--- src/rtl/jk_bank_sequencer_if.sv ---
// Host handshake plus JK bank drive/feedback bundle for jk_bank_sequencer.
// slave = sequencer side, master = host/bank side.
interface jk_bank_sequencer_if #(
    parameter int WIDTH = 4
);
    logic             START;
    logic             DIR;
    logic [WIDTH-1:0] MODULUS;
    logic             ABORT;
    logic [WIDTH-1:0] Q_FB;
    logic [WIDTH-1:0] J;
    logic [WIDTH-1:0] K;
    logic             BUSY;
    logic             DONE;
    logic             ERR;

    modport slave (
        input  START, DIR, MODULUS, ABORT, Q_FB,
        output J, K, BUSY, DONE, ERR
    );

    modport master (
        output START, DIR, MODULUS, ABORT, Q_FB,
        input  J, K, BUSY, DONE, ERR
    );
endinterface

--- src/rtl/jk_bank_sequencer.sv ---
// Drives a JK flip-flop bank as a mod-M up/down counter and checks its Q.
// Optional macro JK_TOGGLE_EN: count steps use J=K=1 toggle encoding.
module jk_bank_sequencer #(
    parameter int WIDTH = 4
) (
    input logic CLK,
    input logic CLR,
    jk_bank_sequencer_if.slave bus
);
    typedef enum logic [1:0] {
        IDLE = 2'd0,
        LOAD = 2'd1,
        RUN  = 2'd2
    } state_t;

    localparam logic [WIDTH-1:0] ONE = WIDTH'(1);

    state_t           state;
    state_t           state_nxt;
    logic [WIDTH-1:0] exp_q;
    logic [WIDTH-1:0] exp_nxt;
    logic [WIDTH-1:0] m_q;
    logic             dir_q;
    logic             done_q;
    logic             done_nxt;
    logic             err_q;
    logic             err_nxt;
    logic             latch;
    logic             drive;
    logic [WIDTH-1:0] target;
    logic [WIDTH-1:0] term;
    logic [WIDTH-1:0] q;
    logic [WIDTH-1:0] j_c;
    logic [WIDTH-1:0] k_c;

    assign q = bus.Q_FB;
    // M=0 wraps to all ones, which is exactly 2^WIDTH-1.
    assign term = dir_q ? '0 : (m_q - ONE);

    always_comb begin
        state_nxt = state;
        exp_nxt   = exp_q;
        done_nxt  = 1'b0;
        err_nxt   = err_q;
        latch     = 1'b0;
        drive     = 1'b0;
        target    = q;
        unique case (1'b1)
            (state == IDLE): begin
                if (bus.START) begin
                    latch     = 1'b1;
                    err_nxt   = 1'b0;
                    state_nxt = LOAD;
                end
            end
            (state == LOAD): begin
                if (bus.ABORT) begin
                    state_nxt = IDLE;
                end else begin
                    target    = dir_q ? (m_q - ONE) : '0;
                    drive     = 1'b1;
                    exp_nxt   = target;
                    state_nxt = RUN;
                end
            end
            (state == RUN): begin
                if (bus.ABORT) begin
                    state_nxt = IDLE;
                end else if (q != exp_q) begin
                    err_nxt   = 1'b1;
                    state_nxt = IDLE;
                end else if (q == term) begin
                    done_nxt  = 1'b1;
                    state_nxt = IDLE;
                end else begin
                    target  = dir_q ? (q - ONE) : (q + ONE);
                    drive   = 1'b1;
                    exp_nxt = target;
                end
            end
            default: begin
                state_nxt = IDLE;
            end
        endcase
    end

    always_comb begin
        j_c = '0;
        k_c = '0;
        if (CLR) begin
            k_c = '1;
        end else if (drive) begin
`ifdef JK_TOGGLE_EN
            // Loads keep set/clear form: a toggle depends on the current Q.
            if (state == RUN) begin
                j_c = target ^ q;
                k_c = target ^ q;
            end else begin
                j_c = target & ~q;
                k_c = ~target & q;
            end
`else
            j_c = target & ~q;
            k_c = ~target & q;
`endif
        end
    end

    always_ff @(posedge CLK) begin
        if (CLR) begin
            state  <= IDLE;
            exp_q  <= '0;
            m_q    <= '0;
            dir_q  <= 1'b0;
            done_q <= 1'b0;
            err_q  <= 1'b0;
        end else begin
            state  <= state_nxt;
            exp_q  <= exp_nxt;
            done_q <= done_nxt;
            err_q  <= err_nxt;
            if (latch) begin
                m_q   <= bus.MODULUS;
                dir_q <= bus.DIR;
            end
        end
    end

    assign bus.J    = j_c;
    assign bus.K    = k_c;
    assign bus.BUSY = (state == LOAD) || (state == RUN);
    assign bus.DONE = done_q;
    assign bus.ERR  = err_q;
endmodule

--- src/flat_wrapper.sv ---
// flat-port wrapper written by rule: the top's interface ports become plain ports
module jk_bank_sequencer_flat 
#(
    parameter int WIDTH = 4
)
  (CLK, CLR, bus_START, bus_DIR, bus_MODULUS, bus_ABORT, bus_Q_FB, bus_J, bus_K, bus_BUSY, bus_DONE, bus_ERR);
  jk_bank_sequencer_if #(.WIDTH(WIDTH)) bus_i ();
  input logic CLK;
  input logic CLR;
  input wire logic [$bits(bus_i.START)-1:0] bus_START;
  input wire logic [$bits(bus_i.DIR)-1:0] bus_DIR;
  input wire logic [$bits(bus_i.MODULUS)-1:0] bus_MODULUS;
  input wire logic [$bits(bus_i.ABORT)-1:0] bus_ABORT;
  input wire logic [$bits(bus_i.Q_FB)-1:0] bus_Q_FB;
  output wire logic [$bits(bus_i.J)-1:0] bus_J;
  output wire logic [$bits(bus_i.K)-1:0] bus_K;
  output wire logic [$bits(bus_i.BUSY)-1:0] bus_BUSY;
  output wire logic [$bits(bus_i.DONE)-1:0] bus_DONE;
  output wire logic [$bits(bus_i.ERR)-1:0] bus_ERR;
  assign bus_i.START = bus_START;
  assign bus_i.DIR = bus_DIR;
  assign bus_i.MODULUS = bus_MODULUS;
  assign bus_i.ABORT = bus_ABORT;
  assign bus_i.Q_FB = bus_Q_FB;
  assign bus_J = bus_i.J;
  assign bus_K = bus_i.K;
  assign bus_BUSY = bus_i.BUSY;
  assign bus_DONE = bus_i.DONE;
  assign bus_ERR = bus_i.ERR;
  jk_bank_sequencer #(.WIDTH(WIDTH)) u_core (.CLK(CLK), .CLR(CLR), .bus(bus_i));
endmodule
--- config.mk ---
export PLATFORM = sky130hd
export DESIGN_NAME = jk_bank_sequencer_flat
export DESIGN_NICKNAME = d
export VERILOG_FILES = /design/src/rtl/jk_bank_sequencer_if.sv /design/src/rtl/jk_bank_sequencer.sv /design/src/flat_wrapper.sv
export SDC_FILE = /design/constraint.sdc
export NUM_CORES = 1
export LEC_CHECK = 0
export CAP_MARGIN = 25
export CELL_PAD_IN_SITES_DETAIL_PLACEMENT = 1
export CELL_PAD_IN_SITES_GLOBAL_PLACEMENT = 2
export CORE_UTILIZATION = 35
export DETAILED_ROUTE_END_ITERATION = 7
export DONT_BUFFER_PORTS = 1
export GPL_TIMING_DRIVEN = 0
export MAX_ROUTING_LAYER = met4
export PLACE_DENSITY_LB_ADDON = 0.1
export SLEW_MARGIN = 20
export SYNTH_ARGS = -nofsm -noshare
export SYNTH_HDL_FRONTEND = slang
export SYNTH_SLANG_ARGS = --single-unit
--- constraint.sdc ---
create_clock -name CLK -period 3.2 [get_ports CLK]
set_clock_uncertainty 0.1 [all_clocks]
set_input_delay 0.32 -clock CLK [delete_from_list [all_inputs] [get_ports CLK]]
set_output_delay 0.32 -clock CLK [all_outputs]
set_load 0.05 [all_outputs]
==> results, run 1 <==
- During synthesis, Yosys emitted a total of 0 warnings.
- The setup slack on the worst flop-to-flop path is 0.92 ns.
- In this run, post-CTS hold repair placed 0 buffers.
- Hold is met by 0.09408 ns.
- The most used flip-flop cell after synthesis is sky130_fd_sc_hd__dfxtp_1.
- The power per standard cell area is 333.2 mW/mm^2.
- The die is 61.82 um tall.
- The run finished with clean final reports.
- In the finished design, the share of the clock period the worst path needs comes to 0.9656.
- Counting flops with an async set or reset pin after synthesis yields a share of 0.
- For this block, the routed nets add up to 3849 um of wire.
- The die is 61.82 um wide.
- Of the synthesized area, sequential elements account for 0.2078.
- The total count of max-transition violations in the final report is 0.
- The clock latency on the worst-skew pair is 0.28 ns.
- The count of H-tree levels built during CTS is 1.
- Buffers inserted during clock tree synthesis total 3.
- STA classifies the critical path endpoint as a primary output.
- The number of port buffers is 0.
- TritonCTS built the clock tree.
- Setup violations remaining at the end of the flow were counted as 0.
- Timing would allow up to 323.6 MHz.
- The finished cells cover 0.001415 sq mm.
- Data arrives at the worst endpoint at 2.67 ns.
- The min-delay analysis places its worst path in the category in2reg.
- The critical path start-end classification is reg2out.
- The largest individual stage delay along the critical path comes from the cell sky130_fd_sc_hd__nor3_4.
- The detailed router finished its first iteration with 64 violations.
- The slew at the pin closest to its max-slew limit is 0.6768 ns.
- The share of Yosys cell area claimed by the top area cell type is 0.2078.
- Entering global routing, the biggest net connects 11 pins.
- After legalization and detailed placement, the total HPWL measured 3001 um.
- 24 I/O pins were placed.
- Once detail routing completed, the nets flagged for antenna violations numbered 0.
- The final core utilization is 0.4175.
- STA classifies the critical path startpoint as a flop.
- The number of fillers in the final layout is 416.
- The largest fanout on the critical path is 10.
- CTS placed an instance of sky130_fd_sc_hd__clkbuf_4 at the clock tree root.
- For this configuration, the core starts out at a cell density of 0.3695.
- The global-route wire length before repair is 6168 um.
- Counting flops and latches in the post-synthesis netlist gives 13.
- Counting distinct cell types in the post-synthesis netlist gives 50.
- The analysis attributes to cell leakage a power of 0.0005162 uW.
- The routed layout has 1196 vias.
- The post-synthesis instance area is 0.001252 sq mm.
- The sum of overflow across all layers after global routing is 0.
- Setup repair after global routing left no endpoint under its margin.
- The final critical path time including I/O delays and setup is 3.090 ns.
- The total track usage is 0.2352.
- Walking the worst path, the cells encountered are inv_1 > ha_4 > xnor2_2 > and3_1 > a32o_1 > o21a_2 > buf_6 > o32a_1 > nor3_4.
- The number of clock sinks is 13.
- Of all cell types, the one taking the most synthesized area is sky130_fd_sc_hd__dfxtp_1.
- The number of vias per cell after detailed routing is 5.589.
- The total nets after synthesis is 184.
- The placement-stage cell area is 0.001320 sq mm.
- Yosys attributes the largest share of cell area to sky130_fd_sc_hd__dfxtp_1 (21%), sky130_fd_sc_hd__a21oi_1 (6.4%), sky130_fd_sc_hd__ha_1 (6.0%).
- The startpoint identified for the worst hold timing path is bus_MODULUS[0].
- On the critical path the largest part of the delay comes from compound AO/OA/AOI/OAI gates.
- The number of antenna violations at the first check in global routing came to 0.
- The average size of a mapped cell is 7.637 sq um.
- The count of max-cap constraint violations is 0.
- The number of cells on the critical path is 9.
- The critical path starts at u_core.m_q[1].
- The initialized floorplan defines 21 standard-cell rows.
- The clock passes through at most 2 buffers.
- The total core area is 0.003390 sq mm.
- The layout overhead on the synthesized area is 12.99%.
- After clock tree synthesis, the clock-pin slew on the worst setup and hold paths is 0.08 ns.
- The worst hold path cell count is 2.
- For this run, the slowest stage of the critical path takes 0.46 ns.
- The origin of the critical flop-to-flop path is u_core.exp_q[2].
- The number of global-route vias before repair is 1201.
- The hold violation count in the final report is 0.
- The number of antenna diodes in the final layout is 0.
- The final layout contains 189 nets.
- Together, buffers and inverters on the worst path number 2.
- The tightest slew margin relative to the limit is 0.5488.
- The cell count after synthesis is 164.
- The final weighted congestion in routability-driven placement is 0.8118.
- The die area is 0.003822 sq mm.
- In the final routed layout, each cell accounts on average for 17.99 um.
- The synthesized design contains 0 enable-type register cells.
- For this run, design rule violations remaining after detail routing come to 0.
- The maximum ir drop on the vdd rail is 147.1 uV.
- Setup total negative slack on the finished layout was measured at 0 ns.
- In the final layout, the share of cells above drive strength 1 is 0.1488.
- The required time at the endpoint of the critical path is 2.78 ns.
- Measured in cells, the most critical reg-to-reg path has a length of 7.
- The first detailed-routing pass ran for 4 iterations.
-- layout by cell type (no fill, tap or decap), types with 3 or more instances in the layout --
cell                       instances
sky130_fd_sc_hd__a21oi_1          15
sky130_fd_sc_hd__nand2_1          15
sky130_fd_sc_hd__dfxtp_1          11
sky130_fd_sc_hd__inv_1             9
sky130_fd_sc_hd__nor2_1            9
sky130_fd_sc_hd__clkbuf_1          7
sky130_fd_sc_hd__xnor2_1           7
sky130_fd_sc_hd__nand3_1           7
sky130_fd_sc_hd__nand2b_1          6
sky130_fd_sc_hd__nor3b_1           6
sky130_fd_sc_hd__o21ai_0           5
sky130_fd_sc_hd__ha_1              5
sky130_fd_sc_hd__buf_2             3
sky130_fd_sc_hd__xor2_1            3
sky130_fd_sc_hd__nand4_1           3
sky130_fd_sc_hd__clkbuf_4          3
-- cell families (layout without fill, tap and decap cells) --
family	after synthesis	in the layout	synth area share
buf+inv	23	27	0.08592
compound gates	46	46	0.2548
fa+ha+maj	7	7	0.07592
mux	2	2	0.01598
xor+xnor	12	12	0.08992
simple gates	61	61	0.2697
flops	13	13	0.2078
-- flip-flops by register name (all words and copies together) (netlist names) --
name / count
u_core.dir_q: 1
u_core.bus.ERR: 1
u_core.m_q: 4
u_core.bus.DONE: 1
u_core.exp_q: 4
u_core.state: 2
-- metrics by stage --
stage,worst slack (ns),total power (uW),instances
after detailed placement,-0.04135,356.7,210
final,0.1101,471.5,214
after floorplan,-0.08064,318.4,164
after global placement,-0.3555,350.2,210
after CTS,0.02957,477.9,214
after global routing,0.003507,507.0,214
-- synth_stat cells, drive strengths merged, types with 2 or more instances --
library cell / instances
o31ai: 2
nand2b: 6
ha: 6
clkbuf: 7
buf: 6
o21ai: 8
inv: 10
a21o: 2
nand3: 7
a2111oi: 2
a21oi: 16
mux2i: 2
nand2: 15
nor3b: 7
dfxtp: 13
o32ai: 2
xor2: 4
nor4: 2
nand4: 3
or4: 2
nor2: 9
xnor2: 8
a41oi: 2
nor3: 4
-- area by class of cell --
class	instances	area (sq um)	share of cell area
buffer	13	71.32	0.05040
tap	46	57.56	0.04067
inverter	10	37.54	0.02653
sequential	13	265.3	0.1874
clock buffer	4	26.28	0.01857
multi-input combinational	128	957.2	0.6764
-- metal layers --
layer	track usage	wire length, um	share of wire
met5	-	0	0
met4	0.06349	48	0.012
met3	0.04141	175	0.045
met2	0.3902	1889	0.49
met1	0.2940	1736	0.45
-- timing repair --
| item | 4_1_cts | 5_1_grt |
|---|---|---|
| resized for setup | 15 | 1 |
| setup buffers | 0 | 0 |
| hold endpoints to repair | 0 | 0 |
| setup endpoints to repair | 7 | 2 |
| pin swaps | 1 | 1 |
-- worst paths after layout --
kind,end
hold / removal,u_core.m_q[0]
hold reg to reg,u_core.m_q[1]
setup reg to reg,u_core.exp_q[3]
setup / recovery,bus_J[3]
-- power by group --
part           switching [uW]  internal [uW]
Sequential               9.61            169
Clock                    57.3           48.3
Combinational             121           66.5
Total                     188            284
Note: power is estimated with default switching activity, not from simulation.
==> inputs of run 2 (changes only) <==
Settings changed: CTS_CLUSTER_SIZE set to 40.
Clock period 3.2 ns to 3.25 ns, I/O delays scaled along.
==> run 2 against run 1 <==
  * Non-clock buffer count rose by 1
  * Core utilization rose by 0.66 points
  * Largest cell class unchanged
  * Final cell count rose by 0.47%
  * Critical path depth did not move
  * Via count rose by 0.84%
  * Global-route usage barely moved
  * Highest routed layer unchanged
  * Combinational power barely moved
  * Total power rose by 0.17%
==> results, run 2 (synthesis results as in run 1) <==
- The number of clock sinks came to 13 (unchanged).
- The clock slew seen by the registers of the worst setup and hold paths is 0.08 ns (about the same).
- The worst hold path terminates at u_core.m_q[0].
- The total track usage is 0.2351 (about the same).
- The number of I/O pins is 24 (unchanged).
- The worst min-delay path class is in2reg.
- The global-route wire length before repair is 6168 um (unchanged).
- The number of global-route vias before repair is 1201 (unchanged).
- The combinational share of power is 0.403 (+0.005).
- The clock tree from TritonCTS is done.
- The starting density of the core is 0.3695 (unchanged).
- The fraction of power spent switching nets is 0.4002 (+0.001805).
- The startpoint class of the critical path is a flop.
- The sequential cell fraction of total power is 0.374 (-0.004).
- The layout cell share with drive strength beyond 1 is 0.1538 (+0.005037).
- The detailed-routing iteration count for the pre-antenna-repair pass is 4 (unchanged).
- The capture instance of the worst register-to-register path is u_core.exp_q[3].
- The number of port buffers is 0 (unchanged).
- The number of vias per cell after detailed routing is 5.609 (+0.37%).
- After layout, the minimum clock period comes to 3.152 ns.
- The final hold slack was 0.09515 ns (+0.001076 ns).
- The worst hold path cell count is 2 (unchanged).
- The worst hold path begins at bus_MODULUS[0].
- The number of buffers inserted during clock tree synthesis is 3 (unchanged).
- The top achievable clock speed is 317.3 MHz.
- The period utilization is 0.9697.
- The sum of overflow across all layers after global routing came to 0 (unchanged).
- The final net count came to 190 (+0.53%).
- The detailed-route wire length is 3878 um (+0.75%).
- The setup violation total in the final timing report is 0 (unchanged).
- The hold violation count in the final report is 0 (unchanged).
- The total count of max-transition violations in the final report was 0 (unchanged).
- The tightest slew margin relative to the limit was 0.5455 (-0.003341).
- The number of fillers in the final layout is 418 (+0.48%).
- The count of antenna-violating nets left after detailed routing is 0 (unchanged).
- The number of antenna violations at the first check in global routing is 0 (unchanged).
- The slew at the pin closest to its max-slew limit was 0.6818 ns (+0.005012 ns).
- The leakage dissipation was 0.0005196 uW (+0.66%).
- The clock latency on the worst-skew pair is 0.28 ns (about the same).
- The final core utilization is 0.4241 (+0.006645).
- The total core area came to 0.003390 sq mm (unchanged).
- The final weighted congestion in routability-driven placement is 0.8118 (unchanged).
- The worst reg-to-reg path cell count is 7 (unchanged).
- The antenna diode count is 0 (unchanged).
- In the layout the commonest cells are sky130_fd_sc_hd__a21oi_1 (15), sky130_fd_sc_hd__nand2_1 (15), sky130_fd_sc_hd__dfxtp_1 (11).
- The setup slack on the worst flop-to-flop path is 0.97 ns (+0.05 ns).
- The largest registers in the layout are u_core.exp_q: 4 flops, u_core.m_q: 4 flops, u_core.state: 2 flops.
- The pin count of the biggest net entering global routing was 11 (unchanged).
- The die area is 0.003822 sq mm (unchanged).
- The design internal power is 283.3 uW (-0.13%).
- The net load switching power was 189.0 uW (+0.62%).
- The die extent in x is 61.82 um (unchanged).
- The run finished with clean final reports.
- The count of H-tree levels built during CTS came to 1 (unchanged).
- The largest fanout on the critical path is 10 (unchanged).
- The arrival time at the worst endpoint was 2.73 ns (+0.06 ns).
- The clock network fraction of total power was 0.224 (about the same).
- The kind of end point of the critical path is a primary output.
- The number of vias in the routed layout came to 1206 (+0.84%).
- The layout overhead on the synthesized area is 14.79%.
- The number of design rule violations left after detail routing is 0 (unchanged).
- The required time at the endpoint of the critical path was 2.82 ns (+0.04 ns).
- The number of placement rows is 21 (unchanged).
- The tree is rooted in a sky130_fd_sc_hd__clkbuf_4.
- The maximum buffer depth of the clock tree is 2 (unchanged).
- The maximum ir drop on the vdd rail is 147.2 uV (about the same).
- The number of hold buffers added after cts was 0 (unchanged).
- The count of max-cap constraint violations is 0 (unchanged).
- Setup repair after global routing left no endpoint under its margin.
- The estimated wirelength of the detail-placed design came to 3001 um (unchanged).
- The routed wire length per instance was 18.04 um (+0.28%).
- The violation count after the first detailed-routing iteration came to 45 (-30%).
- The die height is 61.82 um (unchanged).
- The power per standard cell area is 328.5 mW/mm^2 (-1.4%).
- The origin of the critical flop-to-flop path is u_core.exp_q[2].
- By startpoint and endpoint, the worst setup path is classified as reg2out.
run 2: per-stage QoR:
step | total power [uW] | setup slack [ns] | instances | area [sq um] | setup TNS [ns]
after CTS | 470.5 | 0.02007 | 214 | 1411 | 0
after global placement | 344.8 | -0.3105 | 210 | 1320 | -0.5664
after detailed placement | 351.2 | 0.003651 | 210 | 1320 | 0
final | 472.3 | 0.09838 | 215 | 1438 | 0
after floorplan | 313.5 | -0.03564 | 164 | 1262 | -0.07127
after global routing | 505.7 | 0.003307 | 215 | 1438 | 0
run 2: final cells by class:
class / instances / area (sq um) / area share
Tap cell: 46 / 57.56 / 0.04003
Clock buffer: 4 / 26.28 / 0.01828
Buffer: 13 / 71.32 / 0.04961
Sequential cell: 13 / 265.3 / 0.1845
Multi-Input combinational cell: 128 / 968.4 / 0.6736
Timing Repair Buffer: 1 / 7.507 / 0.005222
Inverter: 10 / 41.29 / 0.02872
run 2: layer usage:
metal / GRT usage / wire length, um / up-vias
met3: 0.04141 / 136 / 5
li1: - / - / 598
met2: 0.3902 / 1910 / 30
met4: 0.06349 / 40 / 0
met5: - / 0 / -
met1: 0.2936 / 1790 / 573
run 2: how the worst max path moves through the flow:
| stage | from | to | slack [ns] |
|---|---|---|---|
| after floorplan | u_core.m_q[0] | bus_J[2] | -0.04 |
| after global placement | u_core.m_q[0] | bus_K[3] | -0.31 |
| after detailed placement | u_core.m_q[0] | bus_K[0] | 0.004 |
| after CTS | u_core.m_q[0] | bus_J[3] | 0.02 |
| after global routing | u_core.m_q[0] | bus_J[3] | 0.003 |
| final | u_core.m_q[0] | bus_J[3] | 0.1 |
run 2: power groups by stage:
| stage | clock (uW) | sequential (uW) | combinational (uW) |
|---|---|---|---|
| floorplan | 0 | 177 | 136 |
| global placement | 0 | 179 | 166 |
| detailed placement | 0 | 179 | 172 |
| CTS | 110 | 176 | 184 |
| global route | 119 | 178 | 208 |
| finish | 106 | 176 | 190 |
run 2: what timing repair did:
action	4_1_cts	5_1_grt
resized for setup	12	4
setup endpoints to repair	7	5
buffers inserted	0	1
pin swaps	1	2
run 2: critical path, cell delays in order, from the launching register on:
cell	delay (ns)
sky130_fd_sc_hd__dfxtp_4	0.39
sky130_fd_sc_hd__clkinvlp_4	0.13
sky130_fd_sc_hd__ha_4	0.20
sky130_fd_sc_hd__xnor2_4	0.12
sky130_fd_sc_hd__and3_1	0.17
sky130_fd_sc_hd__a32o_1	0.20
sky130_fd_sc_hd__o21a_2	0.23
sky130_fd_sc_hd__buf_6	0.15
sky130_fd_sc_hd__o32a_1	0.38
sky130_fd_sc_hd__nor3_4	0.46
==> inputs of run 3 (changes only) <==
Settings changed: CORE_UTILIZATION 35 to 38, PLACE_DENSITY_LB_ADDON 0.1 to 0.25.
Clock period 3.25 ns to 3.85 ns, I/O delays scaled along.
==> run 3 against run 2 <==
  * Register-to-register slack better by 0.34 ns
  * Clock-buffer cell count unchanged
  * Sequential cell count unchanged
  * Combinational power down 24%
  * Sequential share of layout area up 0.92 points
  * Wire length down 4.4%
  * Cell area down 6.5%
  * Worst setup slack better by 0.15 ns
  * Largest power group is now registers
  * Highest routed layer unchanged
==> results, run 3 (synthesis results as in run 1) <==
- The number of antenna violations at the first check in global routing was 0 (unchanged).
- The layout overhead on the synthesized area is 7.293%.
- The die area is 0.003530 sq mm (-7.6%).
- The setup violation total in the final timing report is 0 (unchanged).
- The startpoint class of the critical path is a flop.
- The net load switching power is 151.0 uW (-20%).
- The number of hold buffers added after cts is 0 (unchanged).
- The count of buffers added by post-CTS timing repair for setup is 0 (unchanged).
- The critical path goes through inv_1 > ha_1 > xor2_1 > a41oi_1 > o31ai_1 > o21a_1 > or2_0 > buf_6 > o311ai_2.
- The sequential cell fraction of total power is 0.388 (+0.014).
- The die extent in x was 59.41 um (-3.9%).
- The area used by sequential logic in the layout is 260.3 sq um (-1.9%).
- The clock network fraction of total power is 0.232 (+0.008).
- The fraction of power spent switching nets is 0.3962 (-0.004042).
- The total power is 381.0 uW (-19%).
- In the finished design, the share of the clock period the worst path needs comes to 0.9352.
- The worst reg-to-reg path cell count was 9 (+2).
- The count of antenna-violating nets left after detailed routing came to 0 (unchanged).
- The number of vias per cell after detailed routing was 5.892 (+5.0%).
- The pin count of the biggest net entering global routing was 11 (unchanged).
- The leakage dissipation is 0.0004728 uW (-9.0%).
- The standard cell with the maximum stage delay on the critical path is sky130_fd_sc_hd__o311ai_2.
- The number of I/O pins is 24 (unchanged).
- The maximum ir drop on the vdd rail was 142.0 uV (-3.5%).
- The total count of max-transition violations in the final report is 0 (unchanged).
- The total of cells resized after clock tree synthesis is 0 (-12).
- The arrival time at the worst endpoint is 3.12 ns (+0.39 ns).
- The number of clock sinks is 13 (unchanged).
- The detailed-route wire length came to 3706 um (-4.4%).
- The worst hold path belongs to the class in2reg.
- The number of fillers in the final layout came to 407 (-2.6%).
- The clock latency on the worst-skew pair is 0.28 ns (about the same).
- The most frequent standard cell in the layout excluding fill and tap cells is sky130_fd_sc_hd__a21oi_1.
- The final critical path time including I/O delays and setup is 3.601 ns.
- The count of max-cap constraint violations came to 0 (unchanged).
- The total track usage came to 0.2366 (+0.001560).
- The final net count was 189 (-0.53%).
- The detailed-routing iteration count for the pre-antenna-repair pass came to 4 (unchanged).
- The total core area was 0.003078 sq mm (-9.2%).
- The sum of overflow across all layers after global routing came to 0 (unchanged).
- The critical path start-end classification is reg2out.
- The largest registers in the layout are u_core.exp_q: 4 flops, u_core.m_q: 4 flops, u_core.state: 2 flops.
- The tightest slew margin relative to the limit is 0.2880 (-0.2574).
- The layout cell share with drive strength beyond 1 is 0.08929 (-0.06456).
- The required time at the endpoint of the critical path is 3.37 ns (+0.55 ns).
- The number of global-route vias before repair came to 1236 (+2.9%).
- Leaving out fill and tap cells, the most frequent cells in the layout are sky130_fd_sc_hd__a21oi_1 (16), sky130_fd_sc_hd__nand2_1 (15), sky130_fd_sc_hd__dfxtp_1 (13).
- The number of placement rows is 20 (-4.8%).
- TritonCTS built the clock tree.
- The final hold slack came to 0.1494 ns (+0.05427 ns).
- The number of design rule violations left after detail routing is 0 (unchanged).
- The placement-stage cell area came to 0.001318 sq mm (-0.19%).
- The number of cells on the critical path is 9 (unchanged).
- The design internal power is 230.1 uW (-19%).
- The starting density of the core came to 0.4069 (+0.03740).
- Broken down by cell family, the worst path's largest delay share belongs to compound AO/OA/AOI/OAI gates.
- The capture instance of the worst register-to-register path is u_core.exp_q[1].
- The die height is 59.41 um (-3.9%).
- The run finished with clean final reports.
- The slew at the pin closest to its max-slew limit is 1.071 ns (+0.3895 ns).
- The final standard cell area without fillers is 0.001344 sq mm (-6.5%).
- The global-route wire length before repair was 6051 um (-1.9%).
- STA classifies the critical path endpoint as a primary output.
- Setup repair after global routing left no endpoint under its margin.
- The antenna diode count is 0 (unchanged).
- In this run the critical register-to-register path is launched from u_core.m_q[0].
- The estimated wirelength of the detail-placed design was 2864 um (-4.5%).
- The combinational share of power is 0.380 (-0.023).
- The number of port buffers is 0 (unchanged).
- The total negative slack for setup checks is 0 ns (unchanged).
- The buffering stage count on the worst path with inverters included was 2 (unchanged).
- The number of buffers inserted during clock tree synthesis came to 3 (unchanged).
- The hold violation count in the final report came to 0 (unchanged).
- The number of vias in the routed layout is 1249 (+3.6%).
- The clock slew seen by the registers of the worst setup and hold paths is 0.09 ns (about the same).
- The final weighted congestion in routability-driven placement is 0.8558 (+5.4%).
- The count of H-tree levels built during CTS came to 1 (unchanged).
- The routed wire length per instance is 17.48 um (-3.1%).
- The largest fanout on the critical path is 7 (-3).
- In this run the worst setup path terminates at bus_K[1].
- The top achievable clock speed is 277.7 MHz.
- The violation count after the first detailed-routing iteration is 49 (+8.9%).
- The largest incremental delay on the critical path is 0.82 ns (+0.36 ns).
- The critical path startpoint is u_core.m_q[0].
- The setup slack on the worst flop-to-flop path came to 1.31 ns (+0.34 ns).
- The maximum buffer depth of the clock tree is 2 (unchanged).
- The power per standard cell area came to 283.5 mW/mm^2 (-14%).
- The area occupied by multi-input gates is 894.6 sq um (-7.6%).
- The tree is rooted in a sky130_fd_sc_hd__clkbuf_4.
[run 3: how the worst min path moves through the flow]
stage | startpoint | to | slack (ns) | depth (start not counted)
2_1_floorplan | u_core.exp_q[0] | u_core.exp_q[0] | 0.38 | 2
3_3_place_gp | u_core.m_q[1] | u_core.m_q[1] | 0.40 | 2
3_5_place_dp | u_core.exp_q[0] | u_core.exp_q[0] | 0.40 | 2
4_1_cts | bus_MODULUS[3] | u_core.m_q[3] | 0.14 | 2
5_1_grt | bus_MODULUS[3] | u_core.m_q[3] | 0.16 | 2
6_report | bus_MODULUS[3] | u_core.m_q[3] | 0.15 | 2
[run 3: stage by stage]
stage / cells / utilization / worst slack [ns]
6_report: 212 / 0.4366 / 0.2493
5_1_grt: 212 / 0.4366 / 0.04691
4_1_cts: 212 / 0.4366 / 0.2014
3_5_place_dp: 208 / 0.4280 / 0.5398
3_3_place_gp: 208 / 0.4248 / 0.1777
2_1_floorplan: 164 / - / 0.4155
[run 3: area by class of cell]
class                      instances  area share
inverter                          10     0.02793
sequential                        13      0.1937
multi-input combinational        128      0.6657
buffer                            13     0.05214
tap                               44     0.04097
clock buffer                       4     0.01955
[run 3: layer usage]
layer  global-route usage  routed length [um]  up-vias
li1                     -                   -      598
met1               0.2912                1675      613
met2               0.3836                1811       31
met4              0.09184                  51        0
met5                    -                   0        -
met3              0.03930                 168        7
[run 3: worst register-to-register path, cell delays in order, from the launching register on]
cell,delay (ns)
sky130_fd_sc_hd__dfxtp_1,0.43
sky130_fd_sc_hd__inv_1,0.12
sky130_fd_sc_hd__ha_1,0.22
sky130_fd_sc_hd__xnor2_1,0.24
sky130_fd_sc_hd__nor2_1,0.09
sky130_fd_sc_hd__a2111oi_0,0.42
sky130_fd_sc_hd__o21a_1,0.30
sky130_fd_sc_hd__buf_6,0.19
sky130_fd_sc_hd__o31ai_1,0.09
sky130_fd_sc_hd__a22o_1,0.24
[run 3: power groups by stage]
| stage | registers (uW) | logic (uW) | clock network (uW) |
|---|---|---|---|
| after floorplan | 149 | 115 | 0 |
| after global placement | 151 | 138 | 0 |
| after detailed placement | 151 | 144 | 0 |
| after CTS | 148 | 145 | 93.7 |
| after global routing | 149 | 161 | 95.9 |
| final | 148 | 145 | 88.5 |
